$ cat src/rtl/trace_record_serializer.sv
// trace_record_serializer
//   Takes one 512-bit v1.2 trace record per handshake and emits it as eight 64-bit beats, MSB first,
//   with out_last on beat 7. Inserts a heartbeat record after HB_PERIOD idle cycles so the collector
//   can tell a quiet shell from a dead one. All outputs are registered.
// Ports
//   clk, rst_n           clock, asynchronous active-low reset
//   in_valid/in_ready    upstream record handshake, in_record is the 512-bit record
//   now_ts               free-running timestamp, stamped into heartbeat t_ingress
//   out_valid/out_ready  downstream beat handshake, out_data/out_last carry the beat
//   rec_count, hb_count  records (data + heartbeat) and heartbeats fully emitted, wrapping

module trace_record_serializer #(
  parameter int unsigned HB_PERIOD = 1024,
  parameter logic [15:0] CORE_ID   = 16'h0
) (
  input  logic         clk,
  input  logic         rst_n,
  input  logic         in_valid,
  output logic         in_ready,
  input  logic [511:0] in_record,
  input  logic [63:0]  now_ts,
  output logic         out_valid,
  input  logic         out_ready,
  output logic [63:0]  out_data,
  output logic         out_last,
  output logic [31:0]  rec_count,
  output logic [31:0]  hb_count
);

  localparam bit          HbEnable = (HB_PERIOD != 0);
  localparam logic [31:0] HbLast   = HbEnable ? 32'(HB_PERIOD - 1) : 32'd0;

  typedef enum logic [0:0] {StIdle, StSend} state_e;

  state_e        state_q;
  logic [511:0]  shift_q;     // beats not yet presented, next beat in the top 64 bits
  logic [2:0]    beat_q;
  logic [31:0]   idle_cnt_q;
  logic          is_hb_q;
  logic          in_ready_q;
  logic          out_valid_q;
  logic [63:0]   out_data_q;
  logic          out_last_q;
  logic [31:0]   rec_count_q;
  logic [31:0]   hb_count_q;

  logic          accept;
  logic          hb_due;
  logic [511:0]  hb_record;

  assign accept = (state_q == StIdle) && in_valid && in_ready_q;
  assign hb_due = HbEnable && (state_q == StIdle) && !in_valid && (idle_cnt_q == HbLast);

  // Heartbeat: version 2, type 4, seq_no = heartbeats so far, t_ingress = now_ts, flags = valid.
  assign hb_record = {8'h02, 8'h04, CORE_ID, hb_count_q, now_ts, 144'h0, 16'h0001, 224'h0};

  always_ff @(posedge clk or negedge rst_n) begin
    if (!rst_n) begin
      state_q     <= StIdle;
      shift_q     <= '0;
      beat_q      <= '0;
      idle_cnt_q  <= '0;
      is_hb_q     <= 1'b0;
      in_ready_q  <= 1'b0;
      out_valid_q <= 1'b0;
      out_data_q  <= '0;
      out_last_q  <= 1'b0;
      rec_count_q <= '0;
      hb_count_q  <= '0;
    end else begin
      unique case (state_q)
        StIdle: begin
          // Data has priority over a heartbeat falling due in the same cycle.
          if (accept || hb_due) begin
            state_q     <= StSend;
            in_ready_q  <= 1'b0;
            out_valid_q <= 1'b1;
            out_last_q  <= 1'b0;
            beat_q      <= '0;
            idle_cnt_q  <= '0;
            is_hb_q     <= !accept;
            if (accept) begin
              out_data_q <= in_record[511:448];
              shift_q    <= {in_record[447:0], 64'h0};
            end else begin
              out_data_q <= hb_record[511:448];
              shift_q    <= {hb_record[447:0], 64'h0};
            end
          end else begin
            in_ready_q <= 1'b1;
            if (!in_valid && (idle_cnt_q != '1)) begin
              idle_cnt_q <= idle_cnt_q + 32'd1;
            end
          end
        end
        StSend: begin
          if (out_ready) begin
            if (beat_q == 3'd7) begin
              state_q     <= StIdle;
              in_ready_q  <= 1'b1;
              out_valid_q <= 1'b0;
              out_data_q  <= '0;
              out_last_q  <= 1'b0;
              rec_count_q <= rec_count_q + 32'd1;
              if (is_hb_q) begin
                hb_count_q <= hb_count_q + 32'd1;
              end
            end else begin
              beat_q     <= beat_q + 3'd1;
              out_data_q <= shift_q[511:448];
              shift_q    <= {shift_q[447:0], 64'h0};
              out_last_q <= (beat_q == 3'd6);
            end
          end
        end
        default: state_q <= StIdle;
      endcase
    end
  end

  assign in_ready  = in_ready_q;
  assign out_valid = out_valid_q;
  assign out_data  = out_data_q;
  assign out_last  = out_last_q;
  assign rec_count = rec_count_q;
  assign hb_count  = hb_count_q;

endmodule
$ cat config.mk
export PLATFORM = sky130hd
export DESIGN_NAME = trace_record_serializer
export DESIGN_NICKNAME = d
export VERILOG_FILES = /design/src/rtl/trace_record_serializer.sv
export SDC_FILE = /design/constraint.sdc
export NUM_CORES = 1
export LEC_CHECK = 0
export ABC_AREA = 1
export CAP_MARGIN = 5
export CORE_AREA = 2 2 273 275
export CTS_BUF_LIST = sky130_fd_sc_hd__clkbuf_2
export CTS_CLUSTER_DIAMETER = 150
export CTS_CLUSTER_SIZE = 10
export DETAILED_ROUTE_END_ITERATION = 8
export DIE_AREA = 0 0 275 277
export PLACE_DENSITY_LB_ADDON = 0.2
export SKIP_LAST_GASP = 1
export SLEW_MARGIN = 10
export SYNTH_ARGS = -nofsm -noshare
export SYNTH_HDL_FRONTEND = slang
export SYNTH_SLANG_ARGS = --single-unit
$ cat constraint.sdc
create_clock -name clk -period 2.1 [get_ports clk]
set_input_delay 0.42 -clock clk [delete_from_list [all_inputs] [get_ports clk]]
set_output_delay 0.42 -clock clk [all_outputs]
set_load 0.05 [all_outputs]
==> flow_summary_export.csv, run 1 <==
group,metric,value,unit
outcome,status,"complete, but fails checks",
outcome,violations,"setup timing",
grt,grt_pass1_vias,33300,
critical_path,rrSetupSlack,-50,ps
worst_hold_path,hold_path_startpoint,"in_record[392]",
clocking,htreeDepth,3,
critical_path,reg2regPathDepth,12,
grt,grtUsageTotal,32.7,%
critical_path,cp_max_fo,2,
final_layout,drive_above_1_share,13.3,%
timing,min_period,2280,ps
grt,busiest_layer,"met2",
pwr,leakage,24.9,nW
grt,antenna_found_initial,14,
timing,worst_pin_slew,968,ps
grt,grt_pass1_wl,194000,µm
route,viasPerCell,5.42,
yosys,async_reset_ff_share,100,%
critical_path,path_cells,"buf_6",
route,drt_drc_violations_left,0,
critical_path,r2r-end,"shift_q[205]$_DFFE_PN0P_",
worst_hold_path,hold_class,"input port to flip-flop",
final_layout,postLayoutCoreUtil,66.3,%
yosys,synth.area.top_cells,"dfrtp_1, nand2_1, a22o_1",
route,vias,34700,
critical_path,cp_top_family,"flip-flops",
yosys,syn_inst,4079,
placed_design,port_buffers,710,
critical_path,critPathBufInv,1,
timing,setup_ws,-184,ps
yosys,synth_top_area_share,47.8,%
placed_design,dp_slack,-433,ps
grt,use_met2,53.1,%
final_layout,layout_commonest_cell,"nand2_1",
clocking,cts_tree,"built",
timing,finalClockSkew,92.3,ps
timing,clock.fmax,438,MHz
floorplan,fp.dieH,277,µm
yosys,yosys_warnings,0,
route,drt-wirelength-per-cell,20.9,µm
critical_path,arrival,1860,ps
critical_path,cpPeakStageDelay,480,ps
critical_path,worst_path_max_delay_cell,"dfrtp_2",
yosys,netlist_area,0.0323,mm²
yosys,synth.largest_area_cell,"dfrtp_1",
pwr,ir_drop,0.924,mV
yosys,synth_edf_count,0,
yosys,ys.flop_type,"dfrtp_1",
yosys,syn-num-nets,4665,
clocking,clk_latency,1200,ps
critical_path,setup.worst_path.class,"flip-flop to primary output",
clocking,clkTransAtPathRegs,200,ps
clocking,clock_sinks,616,
floorplan,die_width,275,µm
timing,rsz0062_at_grt,"true",
clocking,clock_tree.buffer_depth,3,
timing,finalSetupTns,-14190,ps
timing,fin_crit_sh,109,%
final_layout,area_delta_synth_final,51.2,%
worst_hold_path,hold_path_end,"shift_q[456]$_DFFE_PN0P_",
route,first_iter_violations,3236,
placed_design,place_hpwl,83800,µm
yosys,syn_area_per_cell,7.91,µm²
final_layout,nets,5996,
critical_path,crit_required,1680,ps
pwr,finalPower,41.0,mW
grt,use_met1,43.8,%
clocking,cts-buffers-inserted,71,
floorplan,placementRows,100,
pwr,power_density,840,mW/mm²
critical_path,worst_setup_path_end_kind,"primary output",
floorplan,initial_core_util,43.9,%
final_layout,mostFrequentLayoutCells,"nand2_1, clkdlybuf4s50_1, dfrtp_1",
floorplan,dieArea,0.0762,mm²
yosys,yosysSeqAreaShare,47.8,%
job,drv_cap,0,
clocking,cts-root-buf,"clkbuf_2",
yosys,synthDistinctLibCells,32,
grt,grt_overflow,0,
floorplan,coreArea,0.0736,mm²
worst_hold_path,hold_depth,6,
timing,slew_headroom,35.4,%
route,finalWirelength,134000,µm
floorplan,io_pins,711,
timing,hold_violations,0,
route,ant_nets,0,
yosys,ys_ff_latch,616,
critical_path,start_kind,"flip-flop",
route,firstDrtPassIters,6,
grt,gr-usage-met3,5.61,%
critical_path,r2r_start,"idle_cnt_q[1]$_DFFE_PN0P_",
timing,setup-violations-final,174,
grt,grt_max_degree,175,
timing,slew_violations,0,
placed_design,gp_congestion,0.920,
==> per-layer routing <==
metal | part of all wire, % | up-vias
li1 | - | 16100
met4 | 4.2 | 10
met1 | 41 | 16600
met2 | 47 | 1596
met5 | 0.049 | -
met3 | 7.3 | 355
==> kinds of logic after synthesis <==
family                     synth area share [%]
and+or+nand+nor                            30.9
DFF                                        47.8
AOI/OAI and AO/OA                          13.1
buffers and inverters                      6.67
xor gates and xnor gates                   1.41
adders and majority gates                 0.233
==> layout make-up <==
| cell class | count | area, µm² |
|---|---|---|
| Inverter | 114 | 438 |
| Tap cell | 969 | 1210 |
| Clock buffer | 74 | 370 |
| Sequential cell | 616 | 15500 |
| Timing Repair Buffer | 1545 | 16200 |
| Multi-Input combinational cell | 3062 | 15000 |
| Antenna cell | 13 | 32.5 |
| Clock inverter | 6 | 109 |
| Fill cell | 6024 | 24800 |
==> synth_stat cells, types with 8 or more instances <==
cell type and number:
nand2_1 1703, dfrtp_1 616, nand3_1 482, a22o_1 349, nor2_1 193, clkbuf_1 162
inv_1 111, o21ai_0 81, buf_6 74, a21oi_1 71, a21o_1 51, xor2_1 43
buf_2 37, nor3_1 30, nand4_1 16, buf_1 10, xnor2_1 9, buf_4 8
==> tightest hold or removal path, stage by stage <==
cell             delay (ps)
clkdlybuf4s50_1         390
nand2_1                  60
a21oi_1                  60
a21o_1                  160
nand3_1                  70
nand2_1                  50
==> stage by stage <==
stage | area, µm² | hold WS [ps] | instances
2_1_floorplan | 32300 | 124 | 4079
3_3_place_gp | 41100 | 369 | 5664
3_5_place_dp | 41100 | 376 | 5664
4_1_cts | 47500 | 0.199 | 6306
5_1_grt | 48800 | -24.7 | 6396
6_report | 48800 | 68.0 | 6399
==> registers in the layout, indices dropped and copies added (netlist names) <==
| signal | flops |
|---|---|
| out_valid | 1 |
| shift_q | 448 |
| hb_count | 32 |
| out_data | 64 |
| state_q | 1 |
| in_ready | 1 |
| beat_q | 3 |
| out_last | 1 |
| rec_count | 32 |
| idle_cnt_q | 32 |
| is_hb_q | 1 |
==> timing repair <==
item	4_1_cts	5_1_grt
cloned	9	25
setup endpoints to repair	357	663
hold buffers	437	0
buffers inserted	118	57
gates resized for setup	722	78
pin swaps	4	14
hold endpoints to repair	1037	0
==> power breakdown <==
part	internal, mW	switching, mW	leakage [nW]
clock network	1.30	4.16	0.354
logic	8.69	10.5	16.1
registers	14.4	1.92	8.40
total	24.4	16.6	24.9
==> how the worst max path moves through the flow <==
stage	startpoint	end	slack (ps)	depth (start not counted)
floorplan	in_ready$_DFFE_PN0P_	shift_q[448]$_DFFE_PN0P_	140	8
global placement	in_valid	shift_q[475]$_DFFE_PN0P_	-370	11
detailed placement	in_valid	shift_q[339]$_DFFE_PN0P_	-430	10
CTS	hb_count[24]$_DFFE_PN0P_	hb_count[24]	-250	1
global route	rec_count[12]$_DFFE_PN0P_	rec_count[12]	-270	1
finish	hb_count[24]$_DFFE_PN0P_	hb_count[24]	-180	1
Note: power is estimated with default switching activity, not from simulation.
==> run 2: changes to the inputs <==
--- a/config.mk
+++ b/config.mk
@@ -15,7 +15,7 @@
 export DIE_AREA = 0 0 275 277
 export PLACE_DENSITY_LB_ADDON = 0.2
 export SKIP_LAST_GASP = 1
-export SLEW_MARGIN = 10
+export SLEW_MARGIN = 20
 export SYNTH_ARGS = -nofsm -noshare
 export SYNTH_HDL_FRONTEND = slang
 export SYNTH_SLANG_ARGS = --single-unit
==> results of run 2 <==
Final layout, timing and power as in run 1 (identical DEF).
